`config.mk`:
```
export PLATFORM = sky130hd
export DESIGN_NAME = simm_port_arbiter_flat
export DESIGN_NICKNAME = d
export VERILOG_FILES = /design/src/rtl/simm_port_arbiter_if.sv /design/src/rtl/simm_port_arbiter.sv /design/src/flat_wrapper.sv
export SDC_FILE = /design/constraint.sdc
export NUM_CORES = 1
export LEC_CHECK = 0
export BUFFER_PORTS_ARGS = -buffer_cell sky130_fd_sc_hd__buf_2
export CAP_MARGIN = 25
export CELL_PAD_IN_SITES_DETAIL_PLACEMENT = 2
export CELL_PAD_IN_SITES_GLOBAL_PLACEMENT = 2
export CORE_ASPECT_RATIO = 0.6
export CORE_MARGIN = 2
export CORE_UTILIZATION = 23
export CTS_CLUSTER_DIAMETER = 120
export DETAILED_ROUTE_END_ITERATION = 10
export GPL_TIMING_DRIVEN = 0
export PLACE_DENSITY = 0.76
export REMOVE_ABC_BUFFERS = 1
export SLEW_MARGIN = 20
export SYNTH_ARGS = -nofsm -noshare
export SYNTH_HDL_FRONTEND = slang
export SYNTH_SLANG_ARGS = --single-unit
```
`constraint.sdc`:
```
create_clock -name clk -period 2.3 [get_ports clk]
set_input_delay 0.46 -clock clk [delete_from_list [all_inputs] [get_ports clk]]
set_output_delay 0.46 -clock clk [all_outputs]
set_load 0.02 [all_outputs]
```
`src/rtl/simm_port_arbiter_if.sv`:
```
// Requester and DRAM-controller signal bundle for simm_port_arbiter.
// slave is the arbiter's view; master is the requesters plus controller.
interface simm_port_arbiter_if #(
  parameter int NPORTS = 4
);
  logic [NPORTS-1:0]    req;
  logic [NPORTS-1:0]    we;
  logic [NPORTS*24-1:0] addr;
  logic [NPORTS*8-1:0]  wdata;
  logic [NPORTS-1:0]    ack;
  logic                 err;
  logic [7:0]           rdata;
  logic [2:0]           grant_id;
  logic                 busy;
  logic                 mem_ena;
  logic                 mem_write;
  logic [23:0]          mem_addr;
  logic [7:0]           mem_wdata;
  logic                 mem_dtack;
  logic [7:0]           mem_rdata;

  modport master (
    output req, we, addr, wdata, mem_dtack, mem_rdata,
    input  ack, err, rdata, grant_id, busy, mem_ena, mem_write, mem_addr, mem_wdata
  );

  modport slave (
    input  req, we, addr, wdata, mem_dtack, mem_rdata,
    output ack, err, rdata, grant_id, busy, mem_ena, mem_write, mem_addr, mem_wdata
  );
endinterface

```
`src/rtl/simm_port_arbiter.sv`:
```
// Round-robin arbiter sharing one SIMM DRAM controller among NPORTS requesters,
// sequencing the ena/dtack handshake with a watchdog abort.
module simm_port_arbiter #(
  parameter int NPORTS  = 4,
  parameter int TIMEOUT = 1023
) (
  input  logic              clk,
  input  logic              reset,
  simm_port_arbiter_if.slave bus
);
  localparam int PW = (NPORTS > 1) ? $clog2(NPORTS) : 1;
  localparam int WW = $clog2(TIMEOUT + 1);

  typedef enum logic [1:0] {IDLE, ISSUE, RELEASE, DRAIN} state_t;

  state_t            state_r, state_s;
  logic              ena_r, ena_s;
  logic              write_r, write_s;
  logic [23:0]       maddr_r, maddr_s;
  logic [7:0]        mwdata_r, mwdata_s;
  logic [NPORTS-1:0] ack_r, ack_s;
  logic              err_r, err_s;
  logic [7:0]        rdata_r, rdata_s;
  logic [PW-1:0]     grant_r, grant_s;
  logic [PW-1:0]     ptr_r, ptr_s;
  logic [WW-1:0]     wdog_r, wdog_s;
  logic              busy_r;
  logic [PW-1:0]     sel_s;

  logic [23:0] port_addr_s  [NPORTS];
  logic [7:0]  port_wdata_s [NPORTS];

  for (genvar g = 0; g < NPORTS; g++) begin : g_port
    assign port_addr_s[g]  = bus.addr[g*24 +: 24];
    assign port_wdata_s[g] = bus.wdata[g*8 +: 8];
  end

  // First requesting port found scanning ptr, ptr+1, ... wrapping at NPORTS.
  function automatic logic [PW-1:0] pick_port(input logic [NPORTS-1:0] r,
                                               input logic [PW-1:0] p);
    logic [PW-1:0] sel;
    logic [PW-1:0] idx;
    logic          found;
    sel   = p;
    found = 1'b0;
    for (int i = 0; i < NPORTS; i++) begin
      idx = PW'((int'(p) + i) % NPORTS);
      if (r[idx] && !found) begin
        sel   = idx;
        found = 1'b1;
      end else begin
        found = found;
      end
    end
    return sel;
  endfunction

  function automatic logic [PW-1:0] next_port(input logic [PW-1:0] p);
    return PW'((int'(p) + 1) % NPORTS);
  endfunction

  assign sel_s = pick_port(bus.req, ptr_r);

  // Next-state and next-register values for the handshake sequencer.
  always_comb begin
    state_s  = state_r;
    ena_s    = ena_r;
    write_s  = write_r;
    maddr_s  = maddr_r;
    mwdata_s = mwdata_r;
    ack_s    = '0;
    err_s    = 1'b0;
    rdata_s  = rdata_r;
    grant_s  = grant_r;
    ptr_s    = ptr_r;
    wdog_s   = wdog_r;
    case (state_r)
      IDLE: begin
        if (|bus.req) begin
          grant_s  = sel_s;
          maddr_s  = port_addr_s[sel_s];
          write_s  = bus.we[sel_s];
          mwdata_s = port_wdata_s[sel_s];
          ena_s    = 1'b1;
          wdog_s   = '0;
          state_s  = ISSUE;
        end else begin
          state_s = IDLE;
        end
      end
      ISSUE: begin
        if (bus.mem_dtack) begin
          if (!write_r) begin
            rdata_s = bus.mem_rdata;
          end else begin
            rdata_s = rdata_r;
          end
          ena_s          = 1'b0;
          ack_s[grant_r] = 1'b1;
          ptr_s          = next_port(grant_r);
          state_s        = RELEASE;
        end else if (wdog_r == WW'(TIMEOUT - 1)) begin
          ena_s          = 1'b0;
          ack_s[grant_r] = 1'b1;
          err_s          = 1'b1;
          rdata_s        = 8'h00;
          ptr_s          = next_port(grant_r);
          state_s        = RELEASE;
        end else begin
          wdog_s = wdog_r + WW'(1);
        end
      end
      // A dtack arriving after a watchdog abort is swallowed while waiting here.
      RELEASE, DRAIN: begin
        ena_s = 1'b0;
        if (!bus.mem_dtack) begin
          state_s = IDLE;
        end else begin
          state_s = state_r;
        end
      end
      default: begin
        ena_s   = 1'b0;
        state_s = DRAIN;
      end
    endcase
  end

  // State and output registers with synchronous reset into DRAIN.
  always_ff @(posedge clk) begin
    if (reset) begin
      state_r  <= DRAIN;
      ena_r    <= 1'b0;
      write_r  <= 1'b0;
      maddr_r  <= 24'h000000;
      mwdata_r <= 8'h00;
      ack_r    <= '0;
      err_r    <= 1'b0;
      rdata_r  <= 8'h00;
      grant_r  <= '0;
      ptr_r    <= '0;
      wdog_r   <= '0;
      busy_r   <= 1'b1;
    end else begin
      state_r  <= state_s;
      ena_r    <= ena_s;
      write_r  <= write_s;
      maddr_r  <= maddr_s;
      mwdata_r <= mwdata_s;
      ack_r    <= ack_s;
      err_r    <= err_s;
      rdata_r  <= rdata_s;
      grant_r  <= grant_s;
      ptr_r    <= ptr_s;
      wdog_r   <= wdog_s;
      busy_r   <= (state_s != IDLE);
    end
  end

  assign bus.mem_ena   = ena_r;
  assign bus.mem_write = write_r;
  assign bus.mem_addr  = maddr_r;
  assign bus.mem_wdata = mwdata_r;
  assign bus.ack       = ack_r;
  assign bus.err       = err_r;
  assign bus.rdata     = rdata_r;
  assign bus.grant_id  = 3'(grant_r);
  assign bus.busy      = busy_r;
endmodule

```
`src/flat_wrapper.sv`:
```
// flat-port wrapper written by rule: the top's interface ports become plain ports
module simm_port_arbiter_flat 
#(
  parameter int NPORTS  = 4,
  parameter int TIMEOUT = 1023
)
  (clk, reset, bus_req, bus_we, bus_addr, bus_wdata, bus_mem_dtack, bus_mem_rdata, bus_ack, bus_err, bus_rdata, bus_grant_id, bus_busy, bus_mem_ena, bus_mem_write, bus_mem_addr, bus_mem_wdata);
  simm_port_arbiter_if #(.NPORTS(NPORTS)) bus_i ();
  input  logic clk;
  input  logic reset;
  input wire logic [$bits(bus_i.req)-1:0] bus_req;
  input wire logic [$bits(bus_i.we)-1:0] bus_we;
  input wire logic [$bits(bus_i.addr)-1:0] bus_addr;
  input wire logic [$bits(bus_i.wdata)-1:0] bus_wdata;
  input wire logic [$bits(bus_i.mem_dtack)-1:0] bus_mem_dtack;
  input wire logic [$bits(bus_i.mem_rdata)-1:0] bus_mem_rdata;
  output wire logic [$bits(bus_i.ack)-1:0] bus_ack;
  output wire logic [$bits(bus_i.err)-1:0] bus_err;
  output wire logic [$bits(bus_i.rdata)-1:0] bus_rdata;
  output wire logic [$bits(bus_i.grant_id)-1:0] bus_grant_id;
  output wire logic [$bits(bus_i.busy)-1:0] bus_busy;
  output wire logic [$bits(bus_i.mem_ena)-1:0] bus_mem_ena;
  output wire logic [$bits(bus_i.mem_write)-1:0] bus_mem_write;
  output wire logic [$bits(bus_i.mem_addr)-1:0] bus_mem_addr;
  output wire logic [$bits(bus_i.mem_wdata)-1:0] bus_mem_wdata;
  assign bus_i.req = bus_req;
  assign bus_i.we = bus_we;
  assign bus_i.addr = bus_addr;
  assign bus_i.wdata = bus_wdata;
  assign bus_i.mem_dtack = bus_mem_dtack;
  assign bus_i.mem_rdata = bus_mem_rdata;
  assign bus_ack = bus_i.ack;
  assign bus_err = bus_i.err;
  assign bus_rdata = bus_i.rdata;
  assign bus_grant_id = bus_i.grant_id;
  assign bus_busy = bus_i.busy;
  assign bus_mem_ena = bus_i.mem_ena;
  assign bus_mem_write = bus_i.mem_write;
  assign bus_mem_addr = bus_i.mem_addr;
  assign bus_mem_wdata = bus_i.mem_wdata;
  simm_port_arbiter #(.NPORTS(NPORTS), .TIMEOUT(TIMEOUT)) u_core (.clk(clk), .reset(reset), .bus(bus_i));
endmodule
```
==> run metrics <==
worst vdd ir 0.000367 V; GP Congestion 0.730; CTS tree yes; top_reg_cell synth dfxtp_1; period utilisation layout 0.950; Yosys Warn Count 0; area of the mapped netlist 0.00323 mm2; number of max-cap violations 0; HPWL after DPL 10.3 mm; core area 0.0137 mm2; Site Rows 33; Worst path max stage delay 410 ps; die span in x 157 um; Tightest Hold Check Type in2reg; Worst-Margin Slew 651 ps; First DRT Iteration DRCs 105; Die Y 95.8 um; Setup violations, final 0; Root Buffer clkbuf_16; ANT cells 0; Pwr Total 0.00323 W; Leakage 2.12 nW; Avg Inst Size Synth 9.22 um2; mux cell area share after synthesis 0.109; Yosys cell types 42; Die ar. 0.0150 mm2; total iterations of the first detailed-routing run 4; Area Growth Syn to Fin 51.2%; input/output buffers 196; Final #Nets 692; Reg2Reg Depth 6; xor/xnor share of the synthesized area 0.0190; antenna viol nets, final 0; final core occ 0.357; grt total ovfl 0; crit path DAT 2380 ps; WP buf/inv 1; slew margin rel. 0.562; clock transition at the registers of the reported paths 60 ps; Crit-path slowest cell or2_4; worst-path cell chain or3_1 > and4b_1 > or2_4 > buf_16 > a32oi_1 > o211ai_1; drt total wl 13.3 mm; CTS Buffer Depth 2; post-synthesis sequential area ratio 0.397; Final Hold Vio Count 0; RSZ-0062 raised after global routing no; initial antenna violation count 0; Synth Register Bits 64; largest family of logic cells by synthesized area compound AO/OA/AOI/OAI gates; largest net degree at the start of global routing 46; share of post-route cells with drive strength above 1 0.428; DR DRC count 0; global-route wire length before repair 20.9 mm; Vias/cell 4.89; Worst-Skew Late Latency 330 ps; Routed wire per std cell 18.1 um; commonest non-fill, non-tap cell in the layout buf_2; I/O Pins 198; CP Max Fanout 45; TritonCTS buffer count 9; WHS Path Cells 3; CTS Sinks 64; clock skew after layout 6.24 ps; vias in the first global route 4010; H-tree depth 3; Levels on crit path 6; cells after synthesis 350; simple-gate share of the synthesized area 0.159; critical path's top delay family simple AND/OR/NAND/NOR gates; initial core utilization 0.236; Post-synth EDFFs 0; Startpoint Class flip-flop; Synth Area in Adders 0.0233; Slew Viols, Final 0; outcome finished, final reports clean; Worst Path Required 2500 ps; Period minus WS final 2190 ps; Max Fclk 458 MHz; critical path type reg2reg; nature of the critical path endpoint flip-flop; all-layer global routing usage 0.177; worst hold slack 370 ps; CTS Hold Bufs 0; most frequent cells in the layout buf_2, dfxtp_1, mux2i_1, nand3_1, o211ai_1; Synth Area in Compound Gates 0.238; pwr/cell area 662 mW/mm2; Vias 3599; Synth async-reset ratio 0
## area by class of cell
type | count | area (um2)
fillers | 1573 | 8790
multi-input cells | 250 | 1830
flip-flops and latches | 64 | 1280
repair buffers | 210 | 1180
clock buffers | 14 | 274
well taps | 192 | 240
clock inverters | 2 | 60.1
inverters | 4 | 15.0
## worst paths after layout
path | from | slack [ps] | end
max | u_core.ptr_r[1]$_SDFFE_PP0P_ | 110 | u_core.bus.mem_addr[13]$_SDFFE_PP0P_
min reg2reg | u_core.bus.mem_wdata[0]$_SDFFE_PP0P_ | 500 | u_core.bus.mem_wdata[0]$_SDFFE_PP0P_
max reg2reg | u_core.ptr_r[1]$_SDFFE_PP0P_ | 110 | u_core.bus.mem_addr[13]$_SDFFE_PP0P_
min | bus_addr[47] | 370 | u_core.bus.mem_addr[23]$_SDFFE_PP0P_
## cells in the mapped netlist, drive strengths merged, types with 2 or more instances
master / n / area share
o211ai: 34 / 0.079
nor2b: 2 / 0.0039
xor2: 7 / 0.019
or3: 3 / 0.0058
a22oi: 8 / 0.019
buf: 8 / 0.021
nand2b: 4 / 0.0078
or2: 2 / 0.0039
nor3: 7 / 0.011
ha: 6 / 0.023
and3: 3 / 0.0058
nand3: 35 / 0.054
nor2: 27 / 0.031
o2111ai: 3 / 0.0081
nand2: 5 / 0.0058
inv: 4 / 0.0047
dfxtp: 64 / 0.40
o21ai: 7 / 0.011
clkbuf: 24 / 0.028
a21oi: 6 / 0.0093
and4: 2 / 0.0054
a32oi: 33 / 0.090
and2: 5 / 0.0097
o21a: 2 / 0.0047
mux2i: 35 / 0.11
## worst min-delay path: stages
cell and delay (ps):
buf_2 80, nand3_1 50, o211ai_1 70
## metal layers
layer,track usage,vias to the layer above,routed length [um],part of all wire
li1,-,1730,-,-
met1,0.226,1742,6170,0.46
met2,0.297,121,6140,0.46
met3,0.0513,6,920,0.069
met4,0.0413,0,83,0.0062
met5,0,-,0,0
## stage by stage
stage	cell area, um2	setup TNS (ps)	cells	worst slack, ps
5_1_grt	4880	0	736	21.3
2_1_floorplan	3070	-80050	318	-2410
6_report	4880	0	736	115
4_1_cts	4840	0	733	37.6
3_5_place_dp	4480	-6640	716	-547
3_3_place_gp	4290	-163030	706	-4930
## state kept, by name (all words and copies together) (netlist names), 2 cells and up
| name | cells |
|---|---|
| u_core.grant_r | 2 |
| u_core.wdog_r | 10 |
| u_core.bus.mem_addr | 24 |
| u_core.bus.rdata | 8 |
| u_core.ptr_r | 2 |
| u_core.bus.ack | 4 |
| u_core.bus.mem_wdata | 8 |
| u_core.state_r | 2 |
## cells by family after synthesis
kind of cell | count (synthesis)
compound gates | 100
xor+xnor | 7
fa+ha+maj | 6
buf+inv | 36
flops | 64
mux | 35
other cells | 1
simple gates | 101
## repair_timing
item	CTS	global route
setup endpoints to repair	9	13
setup buffers	1	3
pin swaps	1	1
gates resized for setup	2	5
endpoints found under the hold margin	0	0
## report_power, final
part           internal [W]  switching [W]
clock network       0.00104       0.000505
logic              0.000225       0.000276
registers           0.00115      0.0000298
Power figures use the tool's default switching activity.
